### config.mk
export PLATFORM = sky130hd
export DESIGN_NAME = i2c_slave_rx
export DESIGN_NICKNAME = d
export VERILOG_FILES = /design/src/rtl/i2c_slv_pkg.sv /design/src/rtl/i2c_line_sync.sv /design/src/rtl/i2c_slave_rx.sv
export SDC_FILE = /design/constraint.sdc
export NUM_CORES = 1
export LEC_CHECK = 0
export BUFFER_PORTS_ARGS = -buffer_cell sky130_fd_sc_hd__buf_2
export CORE_MARGIN = 2
export CORE_UTILIZATION = 56
export CTS_BUF_LIST = sky130_fd_sc_hd__clkbuf_4 sky130_fd_sc_hd__clkbuf_8 sky130_fd_sc_hd__clkbuf_16
export CTS_CLUSTER_DIAMETER = 120
export DETAILED_ROUTE_END_ITERATION = 16
export PLACE_DENSITY = 0.79
export SLEW_MARGIN = 5
export SYNTH_ARGS = -nofsm -noshare
export SYNTH_HDL_FRONTEND = slang
export SYNTH_HIERARCHICAL = 1
export SYNTH_SLANG_ARGS = --single-unit
### constraint.sdc
create_clock -name clk -period 2.55 [get_ports clk]
set_input_delay 0.6375 -clock clk [delete_from_list [all_inputs] [get_ports clk]]
set_output_delay 0.6375 -clock clk [all_outputs]
set_load 0.05 [all_outputs]
### src/rtl/i2c_slv_pkg.sv
// i2c_slave_rx shared types: FSM state encoding, widths,
// and the majority-vote helper used by the optional glitch filter.
package i2c_slv_pkg;

  localparam int ADDR_W    = 7;
  localparam int DATA_W    = 8;
  localparam int BIT_CNT_W = 3;

  typedef enum logic [2:0] {
    IDLE,
    ADDR,
    ADDR_ACK,
    WR_DATA,
    WR_ACK,
    RD_DATA,
    RD_ACK,
    IGNORE
  } state_t;

  function automatic logic maj3(input logic [2:0] v);
    return (v[0] & v[1]) | (v[0] & v[2]) | (v[1] & v[2]);
  endfunction

endpackage

### src/rtl/i2c_line_sync.sv
// SCL/SDA synchroniser, edge and START/STOP detect.
// I2C_SLV_GLITCH_FILTER_EN adds a 3-sample majority filter.
module i2c_line_sync
  import i2c_slv_pkg::*;
#(
  parameter int SYNC_STAGES = 2
) (
  input  logic clk,
  input  logic reset,
  input  logic scl_in,
  input  logic sda_in,
  output logic scl,
  output logic sda,
  output logic scl_rise,
  output logic scl_fall,
  output logic start_det,
  output logic stop_det
);

  logic [SYNC_STAGES-1:0] scl_sync;
  logic [SYNC_STAGES-1:0] sda_sync;
  logic                   scl_q;
  logic                   sda_q;

  // idle bus is high, so reset to 1 to avoid false edges
  always_ff @(posedge clk) begin
    if (!reset) begin
      scl_sync <= '1;
      sda_sync <= '1;
    end else begin
      scl_sync <= {scl_sync[SYNC_STAGES-2:0], scl_in};
      sda_sync <= {sda_sync[SYNC_STAGES-2:0], sda_in};
    end
  end

`ifdef I2C_SLV_GLITCH_FILTER_EN
  logic [2:0] scl_win;
  logic [2:0] sda_win;

  always_ff @(posedge clk) begin
    if (!reset) begin
      scl_win <= '1;
      sda_win <= '1;
    end else begin
      scl_win <= {scl_win[1:0], scl_sync[SYNC_STAGES-1]};
      sda_win <= {sda_win[1:0], sda_sync[SYNC_STAGES-1]};
    end
  end

  assign scl = maj3(scl_win);
  assign sda = maj3(sda_win);
`else
  assign scl = scl_sync[SYNC_STAGES-1];
  assign sda = sda_sync[SYNC_STAGES-1];
`endif

  always_ff @(posedge clk) begin
    if (!reset) begin
      scl_q <= 1'b1;
      sda_q <= 1'b1;
    end else begin
      scl_q <= scl;
      sda_q <= sda;
    end
  end

  assign scl_rise  = scl & ~scl_q;
  assign scl_fall  = ~scl & scl_q;
  assign start_det = scl & scl_q & sda_q & ~sda;
  assign stop_det  = scl & scl_q & ~sda_q & sda;

endmodule

### src/rtl/i2c_slave_rx.sv
// I2C target: address match, write receive, read serve.
// Optional glitch filter: define I2C_SLV_GLITCH_FILTER_EN.
module i2c_slave_rx
  import i2c_slv_pkg::*;
#(
  parameter logic [ADDR_W-1:0] SLAVE_ADDR  = 7'h50,
  parameter int                SYNC_STAGES = 2
) (
  input  logic              clk,
  input  logic              reset,
  input  logic              i2c_scl_in,
  input  logic              i2c_sda_in,
  output logic              sda_pull_low,
  input  logic [DATA_W-1:0] tx_data,
  output logic              tx_req,
  output logic [ADDR_W-1:0] rx_addr,
  output logic              rx_rw,
  output logic [DATA_W-1:0] rx_data,
  output logic              rx_valid,
  output logic              busy
);

  logic scl_lvl;
  logic sda_lvl;
  logic scl_rise;
  logic scl_fall;
  logic start_det;
  logic stop_det;

  i2c_line_sync #(
    .SYNC_STAGES(SYNC_STAGES)
  ) u_sync (
    .clk      (clk),
    .reset    (reset),
    .scl_in   (i2c_scl_in),
    .sda_in   (i2c_sda_in),
    .scl      (scl_lvl),
    .sda      (sda_lvl),
    .scl_rise (scl_rise),
    .scl_fall (scl_fall),
    .start_det(start_det),
    .stop_det (stop_det)
  );

  state_t                 state;
  logic [DATA_W-1:0]      shreg;
  logic [BIT_CNT_W-1:0]   bit_cnt;
  logic                   byte_done;
  logic                   last_bit;
  logic                   fall_ok;
  logic [DATA_W-1:0]      byte_in;

  assign last_bit = (bit_cnt == BIT_CNT_W'(DATA_W - 1));
  assign fall_ok  = scl_fall & ~scl_lvl;
  assign byte_in  = {shreg[DATA_W-2:0], sda_lvl};

  always_ff @(posedge clk) begin
    if (!reset) begin
      state        <= IDLE;
      shreg        <= '0;
      bit_cnt      <= '0;
      byte_done    <= 1'b0;
      sda_pull_low <= 1'b0;
      tx_req       <= 1'b0;
      rx_valid     <= 1'b0;
      busy         <= 1'b0;
      rx_addr      <= '0;
      rx_rw        <= 1'b0;
      rx_data      <= '0;
    end else begin
      tx_req   <= 1'b0;
      rx_valid <= 1'b0;
      if (start_det) begin
        state        <= ADDR;
        busy         <= 1'b1;
        bit_cnt      <= '0;
        byte_done    <= 1'b0;
        sda_pull_low <= 1'b0;
      end else if (stop_det) begin
        state        <= IDLE;
        busy         <= 1'b0;
        bit_cnt      <= '0;
        byte_done    <= 1'b0;
        sda_pull_low <= 1'b0;
      end else begin
        unique case (state)
          IDLE, IGNORE: ;
          ADDR: begin
            if (scl_rise && !byte_done) begin
              shreg   <= byte_in;
              bit_cnt <= bit_cnt + 1'b1;
              if (last_bit) begin
                if (shreg[DATA_W-2:0] == SLAVE_ADDR) begin
                  rx_addr   <= shreg[DATA_W-2:0];
                  rx_rw     <= sda_lvl;
                  byte_done <= 1'b1;
                end else begin
                  state <= IGNORE;
                end
              end
            end else if (fall_ok && byte_done) begin
              byte_done    <= 1'b0;
              sda_pull_low <= 1'b1;
              state        <= ADDR_ACK;
            end
          end
          ADDR_ACK: begin
            if (fall_ok) begin
              bit_cnt <= '0;
              if (!rx_rw) begin
                sda_pull_low <= 1'b0;
                state        <= WR_DATA;
              end else begin
                shreg        <= tx_data;
                tx_req       <= 1'b1;
                sda_pull_low <= ~tx_data[DATA_W-1];
                state        <= RD_DATA;
              end
            end
          end
          WR_DATA: begin
            if (scl_rise && !byte_done) begin
              shreg   <= byte_in;
              bit_cnt <= bit_cnt + 1'b1;
              if (last_bit) begin
                rx_data   <= byte_in;
                rx_valid  <= 1'b1;
                byte_done <= 1'b1;
              end
            end else if (fall_ok && byte_done) begin
              byte_done    <= 1'b0;
              sda_pull_low <= 1'b1;
              state        <= WR_ACK;
            end
          end
          WR_ACK: begin
            if (fall_ok) begin
              sda_pull_low <= 1'b0;
              bit_cnt      <= '0;
              state        <= WR_DATA;
            end
          end
          RD_DATA: begin
            if (fall_ok) begin
              if (last_bit) begin
                sda_pull_low <= 1'b0;
                bit_cnt      <= '0;
                state        <= RD_ACK;
              end else begin
                shreg        <= {shreg[DATA_W-2:0], 1'b0};
                sda_pull_low <= ~shreg[DATA_W-2];
                bit_cnt      <= bit_cnt + 1'b1;
              end
            end
          end
          RD_ACK: begin
            // master NACK ends the read; ACK reloads on the next fall
            if (scl_rise) begin
              if (sda_lvl) state <= IGNORE;
              else byte_done <= 1'b1;
            end else if (fall_ok && byte_done) begin
              byte_done    <= 1'b0;
              shreg        <= tx_data;
              tx_req       <= 1'b1;
              sda_pull_low <= ~tx_data[DATA_W-1];
              bit_cnt      <= '0;
              state        <= RD_DATA;
            end
          end
        endcase
      end
    end
  end

endmodule
==> out/qor.yml <==
yosys-top-cells-area: "dfxtp_1 40%, mux2i_1 8.0%, nor2_1 5.2%"
vias_per_cell: 5.83
drc: 0
synth_seq_cells: 40
rr_worst_depth: 4
relSlewSlack_pct: 45.3
synth_top_area_cell: "dfxtp_1"
critPathCaptureType: "flip-flop"
syn_to_final_growth_pct: 13.4
worstSetupStartpointType: "flip-flop"
rsz0062_at_grt: "no"
dpl.hpwl_um: 3470
r2r_slack_ns: 0.51
synth_nets: 244
max_freq_mhz: 491
cts.path.max_buffers: 2
yosysMostFrequentCell: "dfxtp_1"
layout_min_cycle_time_ns: 2.04
slowest_stage: "dfxtp_1"
drt-pass1-iter-count: 4
cts-hold-fix-buffers: 0
synth_cell_types: 52
synth_ff_type: "dfxtp_1"
synth_top_area_share_pct: 39.8
min_to: "u_sync/scl_sync[1]"
avgSynthCellArea_um2: 8.83
coreArea_mm2: 0.00339
place_area_mm2: 0.00219
vias: 1801
clkLatencyLatePin_ns: 0.36
grt_pass1_vias: 1706
ant_nets: 0
hp-class: "reg -> reg"
seq_area_frac_synth_pct: 39.8
critPathBufInv: 0
grt_overflow: 0
cts_resized: 0
path_max_fanout: 21
rr_endpoint: "rx_addr[3]"
portBuffers: 31
design_area_mm2: 0.00228
worstPathRequired_ns: 2.81
slew_violations: 0
wirelength_um: 4870
power_mw: 1.82
min_period_over_period_pct: 79.8
synth_common_cells: "40 x dfxtp_1, 28 x nor2_1, 20 x nand2_1"
path_clk_slew_ns: 0.13
grt_max_degree: 22
ios: 32
crit_chain: "and3b_1 -> nand2_1 -> or3_1 -> and3_1"
drtIter0Drc: 210
cts-htree-levels: 2
routedWlPerCell_um: 15.7
crit_family: "simple AND/OR/NAND/NOR gates"
die-area_mm2: 0.00409
grt_usage_pct: 25.4
die_w_um: 64.0
cts.sink_count: 40
maxCapViolCount: 0
cts_tree: "done"
synthesis.area_mm2: 0.00201
skew_ns: 0.0125
min_path_cells: 1
pre_cts_slack_ns: 0.555
async_flop_share_pct: 0
die_y_um: 64.0
hold_violations: 0
slowest_delay_ns: 0.88
grt_pass1_wl_um: 8000
hold_ws_ns: 0.425
drive_gt1_share_pct: 20.5
cts_root_buf: "clkbuf_4"
cts_buffers: 5
vdd_drop_max_mv: 0.512
start_util_pct: 59.4
gp_congestion: 1.00
fin_tns_setup_ns: 0
n_antenna_cell: 0
synth-edff-count: 0
cp.arrival_ns: 2.29
setup_ws_ns: 0.514
setup_viol: 0
ys_warn_count: 6
p_leak_nw: 1.02
status: "finished clean"
crit_type: "reg -> reg"
worst_slew_pin_slew_ns: 0.819
pwr_density_cell_mw_per_mm2: 795
syn_inst: 228
worstReg2RegStart: "state[0]"
grt_antenna_before_repair: 0
row_count: 21
hold_start: "u_sync/scl_sync[0]"
nets: 278
post_cts_buffers: 0
worst reg2reg max path, cell delays in order, from the launching register on:
cell and delay (ns):
dfxtp_1 0.88, and3b_1 0.30, nand2_1 0.09, or3_1 0.45, and3_1 0.22
metrics by stage:
step                      util [%]  instances
after floorplan                  -        228
after global placement        64.7        301
after detailed placement      64.7        301
after CTS                     67.4        309
after global routing          67.4        309
final                         67.4        309
flip-flops by register name (all words and copies together), names as in the netlist, 2 cells and up:
register / count
state: 3
u_sync/sda_sync: 2
u_sync/scl_sync: 2
shreg: 7
rx_data: 8
bit_cnt: 3
rx_addr: 7
how the worst max path moves through the flow:
stage | depth (start not counted) | start | to
3_5_place_dp | 6 | u_sync/scl_sync[1] | rx_addr[3]
2_1_floorplan | 7 | u_sync/scl_sync[1] | rx_data[0]
6_report | 4 | state[0] | rx_addr[3]
5_1_grt | 7 | u_sync/scl_sync[1] | shreg[3]
3_3_place_gp | 4 | state[0] | rx_addr[2]
4_1_cts | 6 | u_sync/scl_sync[1] | rx_addr[3]
area by class of cell:
type	instances	area, um2
clock inverters	2	38.8
clock buffers	6	51.3
multi-input cells	172	1110
inverters	5	18.8
fillers	270	1110
repair buffers	38	208
flip-flops and latches	40	801
well taps	46	57.6
power breakdown:
group / switching [mW] / total [mW] / internal [mW]
sequential: 0.0969 / 0.781 / 0.684
combinational: 0.336 / 0.580 / 0.244
clock: 0.219 / 0.454 / 0.235
total: 0.652 / 1.82 / 1.16
cell usage in the layout, fill, tap and decap left out, types with 6 or more instances in the layout:
| cell type | count |
|---|---|
| nor2_1 | 28 |
| a211oi_1 | 9 |
| nand2b_1 | 9 |
| buf_2 | 31 |
| a21oi_1 | 13 |
| dfxtp_1 | 40 |
| nor2b_1 | 6 |
| and3_1 | 6 |
| mux2i_1 | 16 |
| nand2_1 | 20 |
| buf_4 | 7 |
| o21ai_0 | 8 |
kinds of logic (layout without fill, tap and decap cells):
kind of cell | after synthesis | in the layout | share of synthesized area, %
AOI/OAI and AO/OA | 59 | 59 | 19.8
adders and majority gates | 4 | 4 | 2.49
buffers and inverters | 16 | 51 | 5.16
DFF | 40 | 40 | 39.8
muxes | 16 | 16 | 7.96
and+or+nand+nor | 93 | 93 | 24.8
per-layer routing:
metal / GRT usage, % / up-vias / part of all wire, %
met4: 10.1 / 0 / 1.8
li1: - / 894 / -
met1: 31.6 / 809 / 43
met3: 7.75 / 12 / 8.6
met5: 0 / - / 0
met2: 40.9 / 86 / 47
Note: power is estimated with default switching activity, not from simulation.
